===== src/rtl/mux_rr_arbiter.sv =====
// Round-robin arbiter and sequencer for the one-hot N-way packed mux.
// It grants one requester at a time and hands its element downstream over valid/ready, with a stall watchdog.
module mux_rr_arbiter #(
    parameter int NUMBER_WAYS                 = 8,
    parameter int SINGLE_ELEMENT_SIZE_IN_BITS = 4,
    parameter int TIMEOUT_CYCLES              = 16
) (
    input  logic                                               clk_in,
    input  logic                                               reset_in,
    input  logic [NUMBER_WAYS*SINGLE_ELEMENT_SIZE_IN_BITS-1:0] way_packed_in,
    input  logic [NUMBER_WAYS-1:0]                             request_in,
    input  logic                                               ready_in,
    output logic [NUMBER_WAYS-1:0]                             sel_out,
    output logic                                               valid_out,
    output logic [SINGLE_ELEMENT_SIZE_IN_BITS-1:0]             way_packed_out,
    output logic [NUMBER_WAYS-1:0]                             ack_out,
    output logic                                               timeout_out
);

    localparam int W  = SINGLE_ELEMENT_SIZE_IN_BITS;
    localparam int PW = (NUMBER_WAYS > 1) ? $clog2(NUMBER_WAYS) : 1;
    localparam int CW = (TIMEOUT_CYCLES > 0) ? $clog2(TIMEOUT_CYCLES + 1) : 1;
    localparam logic [CW-1:0] CNT_LAST = CW'((TIMEOUT_CYCLES > 0) ? TIMEOUT_CYCLES - 1 : 0);
    localparam logic [PW-1:0] PTR_RESET = PW'(NUMBER_WAYS - 1);

    typedef enum logic {IDLE, BUSY} state_t;

    state_t                 state_q, state_d;
    logic [NUMBER_WAYS-1:0] sel_q, sel_d;
    logic [PW-1:0]          ptr_q, ptr_d;
    logic [CW-1:0]          cnt_q, cnt_d;

    logic          pickFound;
    logic [PW-1:0] pickIdx;
    logic          reqGranted;
    logic          transfer;
    logic          stall;
    logic [W-1:0]  muxData;

    // Scan downward so the lowest offset after the pointer is the last (winning) assignment.
    always_comb begin
        pickFound = 1'b0;
        pickIdx   = '0;
        for (int k = NUMBER_WAYS; k >= 1; k--) begin
            int idx;
            idx = int'(ptr_q) + k;
            if (idx >= NUMBER_WAYS) idx = idx - NUMBER_WAYS;
            if (request_in[idx]) begin
                pickFound = 1'b1;
                pickIdx   = PW'(idx);
            end
        end
    end

    always_comb begin
        muxData = '0;
        for (int i = 0; i < NUMBER_WAYS; i++) begin
            if (sel_q[i]) muxData = muxData | way_packed_in[i*W +: W];
        end
    end

    assign reqGranted     = |(request_in & sel_q);
    assign valid_out      = (state_q == BUSY) && reqGranted;
    assign transfer       = valid_out && ready_in;
    assign stall          = valid_out && !ready_in;
    assign sel_out        = sel_q;
    assign way_packed_out = muxData;
    assign ack_out        = transfer ? sel_q : '0;
    assign timeout_out    = (TIMEOUT_CYCLES != 0) && stall && (cnt_q == CNT_LAST);

    always_comb begin
        state_d = state_q;
        sel_d   = sel_q;
        ptr_d   = ptr_q;
        cnt_d   = cnt_q;
        case (state_q)
            IDLE: begin
                if (pickFound) begin
                    state_d = BUSY;
                    sel_d   = {{(NUMBER_WAYS-1){1'b0}}, 1'b1} << pickIdx;
                    ptr_d   = pickIdx;
                    cnt_d   = '0;
                end
            end
            BUSY: begin
                // Withdrawal leaves the pointer on the withdrawer, dropping it to lowest priority.
                if (transfer || !reqGranted || timeout_out) begin
                    state_d = IDLE;
                    sel_d   = '0;
                end else if (stall && (cnt_q != {CW{1'b1}})) begin
                    cnt_d = cnt_q + CW'(1);
                end
            end
            default: begin
                state_d = IDLE;
                sel_d   = '0;
            end
        endcase
    end

    always_ff @(posedge clk_in or negedge reset_in) begin
        if (!reset_in) begin
            state_q <= IDLE;
            sel_q   <= '0;
            ptr_q   <= PTR_RESET;
            cnt_q   <= '0;
        end else begin
            state_q <= state_d;
            sel_q   <= sel_d;
            ptr_q   <= ptr_d;
            cnt_q   <= cnt_d;
        end
    end

endmodule


===== config.mk =====
export PLATFORM = sky130hd
export DESIGN_NAME = mux_rr_arbiter
export DESIGN_NICKNAME = d
export VERILOG_FILES = /design/src/rtl/mux_rr_arbiter.sv
export SDC_FILE = /design/constraint.sdc
export NUM_CORES = 1
export LEC_CHECK = 0
export CORE_ASPECT_RATIO = 1.1
export CORE_MARGIN = 3
export CORE_UTILIZATION = 52
export CTS_CLUSTER_SIZE = 20
export DETAILED_ROUTE_END_ITERATION = 16
export PLACE_DENSITY = 0.89
export SKIP_CTS_REPAIR_TIMING = 1
export SLEW_MARGIN = 0
export SYNTH_ARGS = -nofsm -noshare
export SYNTH_HDL_FRONTEND = slang
export SYNTH_SLANG_ARGS = --single-unit

===== constraint.sdc =====
create_clock -name clk_in -period 7.6 [get_ports clk_in]
set_input_delay 1.52 -clock clk_in [delete_from_list [all_inputs] [get_ports clk_in]]
set_output_delay 1.52 -clock clk_in [all_outputs]
set_load 0.005 [all_outputs]

==> metrics.md, run 1 <==
| Metric | Value |
|---|---|
| Remaining Overflow, GRT | `0` |
| Initial core utilization | `56.1%` |
| Worst Path Arrival | `3.75 ns` |
| Initial antenna violation count | `0` |
| Synth Area in Compound Gates | `25.0%` |
| Placed insts | `320` |
| Least-Margin Pin Slew | `0.844 ns` |
| Share of layout cells above drive strength 1 | `14.6%` |
| Mapped Nets | `269` |
| DR iter-0 viols | `168` |
| Synthesized instance count | `221` |
| Cell area power density | `445 nW/um^2` |
| Max-Cap Viols | `0` |
| Synth Warn # | `0` |
| WP data required | `6.08 ns` |
| CP peak stage delay | `0.69 ns` |
| Unique masters post-synth | `61` |
| Final ANT Viol Nets | `0` |
| Worst-path maximum fanout | `11` |
| Wire per inst | `19.7 microns` |
| Final setup vio count | `0` |
| Core area | `3770 sq um` |
| RD Place Congestion | `0.919` |
| Commonest cells post-synth | `a22oi_1, nand2_1, nor2_1, dfrtp_1, mux2i_1` |
| CP startpoint kind | `input pin` |
| DRC violation count after routing | `0` |
| Asr flop ratio synth | `100%` |
| Final Max Tran Viols | `0` |
| Worst-path cell chain | `clkdlybuf4s50_1 > a22oi_1 > a41oi_1 > and3b_1 > clkdlybuf4s50_1` |
| Synth area leaders | `dfrtp_1, mux4_2, a22oi_1, mux2i_1, mux2_2` |
| CTS max path bufs | `2` |
| Largest family of logic cells by synthesized area | `compound AO/OA/AOI/OAI gates` |
| Sequential area share after synthesis | `20.3%` |
| Most frequent cell after synthesis | `a22oi_1` |
| HPWL Detailed | `4820 microns` |
| Via density | `6.70` |
| CTS buffer count | `3` |
| Input/output buffers | `64` |
| Cell count along the critical path | `5` |
| Final core utilization | `73.0%` |
| Critical path buffers and inverters | `2` |
| All-layer global routing usage | `26.1%` |
| Largest net degree at the start of global routing | `31` |
| Max H-tree Level | `1` |
| Critical-path top delay cell | `clkdlybuf4s50_1` |
| Final Hold Fails | `0` |
| Antenna diode count | `0` |
| First-pass GRT wire length | `10000 microns` |
| Fmax | `190 MHz` |
| CTS tree | `built` |
| Non-Filler Instances | `324` |
| HP Class | `flop to flop` |
| Number of global-route vias before repair | `2033` |
| Io pins | `65` |
| Area Growth Syn to Fin | `30.3%` |
| # rows | `23` |
| NumNets Final | `323` |
| Post-synthesis register bit count | `17` |
| Clk_skew | `0.00383 ns` |
| Total power draw | `1.23 mW` |
| Die width | `66.8 microns` |
| Leakage power | `1.08 nW` |
| Die area | `4870 sq um` |
| Largest area contributor in the netlist | `dfrtp_1` |
| Worst skew pair latency | `0.25 ns` |
| Worst vdd ir | `0.414 mV` |
| RSZ-0062 raised after global routing | `no` |
| Register-to-Register Path Depth | `9` |
| Place WS | `2.37 ns` |
| Status | `complete, no violations` |
| CP delay by family, top | `buffers and inverters` |
| Worst hold slack | `0.547 ns` |
| Vias | `2170` |
| Die height | `72.9 microns` |
| Clock root buffer master | `clkbuf_8` |
| Worst Hold Depth | `1` |
| Crit share post-route | `69.3%` |
| Worst Setup Path Type | `input pin to output port` |
| Fraction of the mapped netlist area in adder cells | `2.96%` |
| Worst setup margin | `2.33 ns` |
| Detailed-router iteration count before antenna repair | `5` |
| Simple-gate share of the synthesized area | `20.3%` |
| Placed cell areas | `2710 sq um` |
| CP dominant cell by count | `clkdlybuf4s50_1` |
| Setup total negative slack | `0 ns` |
| Final wirelength | `6380 microns` |
| Post-synth top area share | `16.6%` |
| Main synth FF type | `dfrtp_1` |
| Clk slew on worst S/H paths | `0.07 ns` |
| Synth Area in XOR/XNOR | `3.20%` |
| Clock tree sinks | `17` |
| CP Capture Type | `output port` |
| Avg Inst Size Synth | `9.56 sq um` |
| Mux cell area share after synthesis | `21.9%` |
| Post-Synthesis Cell Area | `2110 sq um` |
| EDFF count, synth | `0` |
| Max transition margin | `43.7%` |
| Layout Cell Area excl Fill | `2750 sq um` |
| Fin crit period | `5.27 ns` |
logic make-up (layout without fill, tap and decap cells):
logic type | count (synthesis) | in the layout
flops | 17 | 17
compound gates | 65 | 65
simple gates | 76 | 76
mux | 31 | 31
fa+ha+maj | 5 | 5
xor+xnor | 6 | 6
buf+inv | 21 | 74
cell usage in the layout, fill, tap and decap left out, types with 2 or more instances in the layout:
cell,count
a21o_1,2
nand3_1,2
nor2b_1,3
dfrtp_1,14
and3_1,10
nand2_1,18
o21ai_0,3
a221oi_1,3
nand4_1,6
mux4_2,10
mux2i_1,11
a32o_1,8
clkbuf_8,3
nor2_1,16
xor2_1,3
nand2b_1,4
nor3_1,4
clkdlybuf4s50_1,64
a221oi_2,2
o22ai_1,2
a31oi_1,2
a211oi_1,2
inv_1,6
a22oi_1,21
mux2_2,8
a21oi_1,6
ha_1,5
dfstp_2,3
nor3b_1,2
final timing paths:
path                               start     endpoint  slack (ns)
min                             cnt_q[0]     cnt_q[0]        0.55
min reg2reg                     cnt_q[0]     cnt_q[0]        0.55
min in group asynchronous       reset_in   sel_out[1]        1.70
max                        request_in[2]  timeout_out        2.33
max in group asynchronous       reset_in   sel_out[6]        5.45
max reg2reg                     ptr_q[0]   sel_out[4]        3.10
routing by layer:
| metal | up-vias | track usage (%) | wire length (microns) |
|---|---|---|---|
| met5 | - | 0 | 0 |
| met4 | 0 | 4.51 | 64 |
| met3 | 11 | 6.63 | 689 |
| met2 | 126 | 41.9 | 3110 |
| met1 | 1042 | 36.0 | 2520 |
| li1 | 991 | - | - |
cell type report:
cell class                 instances  area (sq um)
multi-input combinational        183          1550
fill                             309          1020
timing repair buffer              64           641
sequential                        17           429
tap                               50          62.6
clock buffer                       3          41.3
inverter                           6          22.5
clock inverter                     1          5.00
flip-flops by register name, indices dropped and copies added, names as in the netlist:
signal   flops
cnt_q        5
ptr_q        3
sel_out      8
state_q      1
power breakdown:
part	total, mW	internal [mW]	switching [mW]
Sequential	0.208	0.124	0.0835
Clock	0.0665	0.0364	0.0301
Combinational	0.952	0.438	0.514
Total	1.23	0.599	0.628
No activity file was read; power rests on OpenSTA's default activity.
==> inputs of run 2 (changes only) <==
--- a/config.mk
+++ b/config.mk
@@ -7,10 +7,10 @@
 export LEC_CHECK = 0
 export CORE_ASPECT_RATIO = 1.1
 export CORE_MARGIN = 3
-export CORE_UTILIZATION = 52
+export CORE_UTILIZATION = 43
 export CTS_CLUSTER_SIZE = 20
 export DETAILED_ROUTE_END_ITERATION = 16
-export PLACE_DENSITY = 0.89
+export PLACE_DENSITY = 0.78
 export SKIP_CTS_REPAIR_TIMING = 1
 export SLEW_MARGIN = 0
 export SYNTH_ARGS = -nofsm -noshare
==> constraint.sdc (replaced) <==
create_clock -name clk_in -period 4.4 [get_ports clk_in]
set_input_delay 0.88 -clock clk_in [delete_from_list [all_inputs] [get_ports clk_in]]
set_output_delay 0.88 -clock clk_in [all_outputs]
set_load 0.005 [all_outputs]
==> metrics.md, run 2 (synthesis gave the netlist of run 1 again) <==
| Metric | Value |
|---|---|
| Status | `complete, no violations` |
| Core area | `4680 sq um (+24%)` |
| CP Capture Type | `output port` |
| Die area | `5790 sq um (+19%)` |
| Final Max Tran Viols | `0 (unchanged)` |
| Crit share post-route | `91.7%` |
| Final Hold Fails | `0 (unchanged)` |
| Final ANT Viol Nets | `0 (unchanged)` |
| DR iter-0 viols | `172 (+2.4%)` |
| Final setup vio count | `0 (unchanged)` |
| Commonest non-fill, non-tap cells in the layout | `clkdlybuf4s50_1, a22oi_1, nand2_1, nor2_1, dfrtp_1` |
| Input/output buffers | `64 (unchanged)` |
| Register-to-Register Path Depth | `9 (unchanged)` |
| Net switching power | `1.05 mW (+67%)` |
| Least-Margin Pin Slew | `0.760 ns (-0.0836 ns)` |
| Worst vdd ir | `0.499 mV (+21%)` |
| Vias | `2112 (-2.7%)` |
| Max-Cap Viols | `0 (unchanged)` |
| CP startpoint kind | `input pin` |
| Clock root buffer master | `clkbuf_8` |
| Setup total negative slack | `0 ns (unchanged)` |
| Fill cell count | `417 (+35%)` |
| RR Endpoint | `sel_out[4]` |
| Worst skew pair latency | `0.25 ns (about the same)` |
| Remaining Overflow, GRT | `0 (unchanged)` |
| Final wirelength | `6340 microns (-0.67%)` |
| Reg2reg setup slack | `0.84 ns (-2.26 ns)` |
| Io pins | `65 (unchanged)` |
| Worst Setup Path Type | `input pin to output port` |
| Power share of the combinational group | `81.1% (+3.5 points)` |
| Detailed-router iteration count before antenna repair | `4 (-1)` |
| CTS tree | `built` |
| # rows | `26 (+13%)` |
| WP data required | `3.52 ns (-2.56 ns)` |
| Most common cell after layout, fill and taps aside | `clkdlybuf4s50_1` |
| Clock tree sinks | `17 (unchanged)` |
| Sequential share of power | `13.5% (-3.4 points)` |
| DRC violation count after routing | `0 (unchanged)` |
| RR Startpoint | `ptr_q[0]` |
| Wire per inst | `18.9 microns (-3.9%)` |
| Worst Path Arrival | `3.15 ns (-0.60 ns)` |
| NumNets Final | `328 (+1.5%)` |
| Antenna diode count | `0 (unchanged)` |
| Via density | `6.30 (-5.9%)` |
| Switching share of power | `49.6% (-1.6 points)` |
| RSZ-0062 raised after global routing | `no` |
| First-pass GRT wire length | `10200 microns (+2.2%)` |
| Clk_skew | `0.00242 ns (-0.00140 ns)` |
| CTS buffer count | `3 (unchanged)` |
| CTS max path bufs | `2 (unchanged)` |
| Die height | `79.5 microns (+9.1%)` |
| Largest net degree at the start of global routing | `30 (-3.2%)` |
| Clk slew on worst S/H paths | `0.06 ns (about the same)` |
| Total power draw | `2.11 mW (+72%)` |
| Clock power share | `5.4% (about the same)` |
| Die width | `72.8 microns (+9.1%)` |
| Cell area power density | `754 nW/um^2 (+69%)` |
| Share of layout cells above drive strength 1 | `15.8% (+1.2 points)` |
| Worst-path maximum fanout | `11 (unchanged)` |
| HPWL Detailed | `4770 microns (-0.99%)` |
| Max H-tree Level | `1 (unchanged)` |
| Initial antenna violation count | `0 (unchanged)` |
| Initial core utilization | `45.1% (-11 points)` |
| Fmax | `248 MHz` |
| All-layer global routing usage | `21.9% (-4.2 points)` |
| RD Place Congestion | `0.969 (+5.5%)` |
| Worst Hold Depth | `1 (unchanged)` |
| Area Growth Syn to Fin | `32.3%` |
| Number of global-route vias before repair | `2022 (-0.54%)` |
| Max transition margin | `49.2% (+5.4 points)` |
| Worst Hold End | `cnt_q[0]` |
| Leakage power | `1.10 nW (+2.0%)` |
| HP Start | `cnt_q[0]` |
| Fin crit period | `4.03 ns` |
| Number of flip-flops under the largest register name | `8 (unchanged)` |
| HP Class | `flop to flop` |
| Int Power | `1.06 mW (+78%)` |
## run 2: changes by cell type in the layout (fill, tap and decap cells not counted)
cell,change
clkbuf_1,+1
clkinv_2,-1
buf_4,+5
## run 2: through the flow
stage | setup WS (ns) | utilization [%] | std cells | cell area, sq um | hold WS [ns]
finish | 0.367 | 59.7 | 335 | 2800 | 0.539
global placement | 0.487 | 58.7 | 331 | 2750 | 0.519
detailed placement | 0.426 | 58.7 | 331 | 2750 | 0.533
CTS | 0.432 | 59.7 | 335 | 2800 | 0.547
global route | 0.308 | 59.7 | 335 | 2800 | 0.570
floorplan | 0.956 | - | 221 | 2110 | 0.497
## run 2: power by group through the flow
| stage | logic [mW] | clock network (mW) | registers (mW) |
|---|---|---|---|
| final | 1.71 | 0.114 | 0.285 |
| after global routing | 1.88 | 0.125 | 0.291 |
| after CTS | 1.70 | 0.117 | 0.283 |
| after detailed placement | 1.69 | 0 | 0.287 |
| after global placement | 1.67 | 0 | 0.284 |
| after floorplan | 1.40 | 0 | 0.246 |
## run 2: worst max-delay path by stage
stage / startpoint / to / cells past startpoint
final: request_in[7] / timeout_out / 5
after global routing: request_in[7] / ack_out[7] / 5
after CTS: request_in[7] / timeout_out / 5
after detailed placement: request_in[7] / timeout_out / 5
after global placement: request_in[7] / timeout_out / 5
after floorplan: ptr_q[1] / sel_out[0] / 13
## run 2: layer usage
layer  global-route usage, %  wire [microns]  up-vias
met3                    2.39             367        4
met4                    2.03              22        0
li1                        -               -     1001
met5                       0               0        -
met2                    38.6            3290       79
met1                    29.6            2660     1028
## run 2: worst max-delay path: stages
cell and delay, ns:
clkdlybuf4s50_1 0.72, a22oi_1 0.13, a41oi_1 0.65, and3b_1 0.26, clkdlybuf4s50_1 0.51
## run 2: final cells by class
| cell class | instances | area, sq um | area share (%) |
|---|---|---|---|
| clock buffers | 4 | 45.0 | 1.61 |
| inverters | 6 | 22.5 | 0.805 |
| flip-flops and latches | 17 | 429 | 15.3 |
| repair buffers | 69 | 678 | 24.3 |
| well taps | 56 | 70.1 | 2.51 |
| multi-input cells | 183 | 1550 | 55.5 |
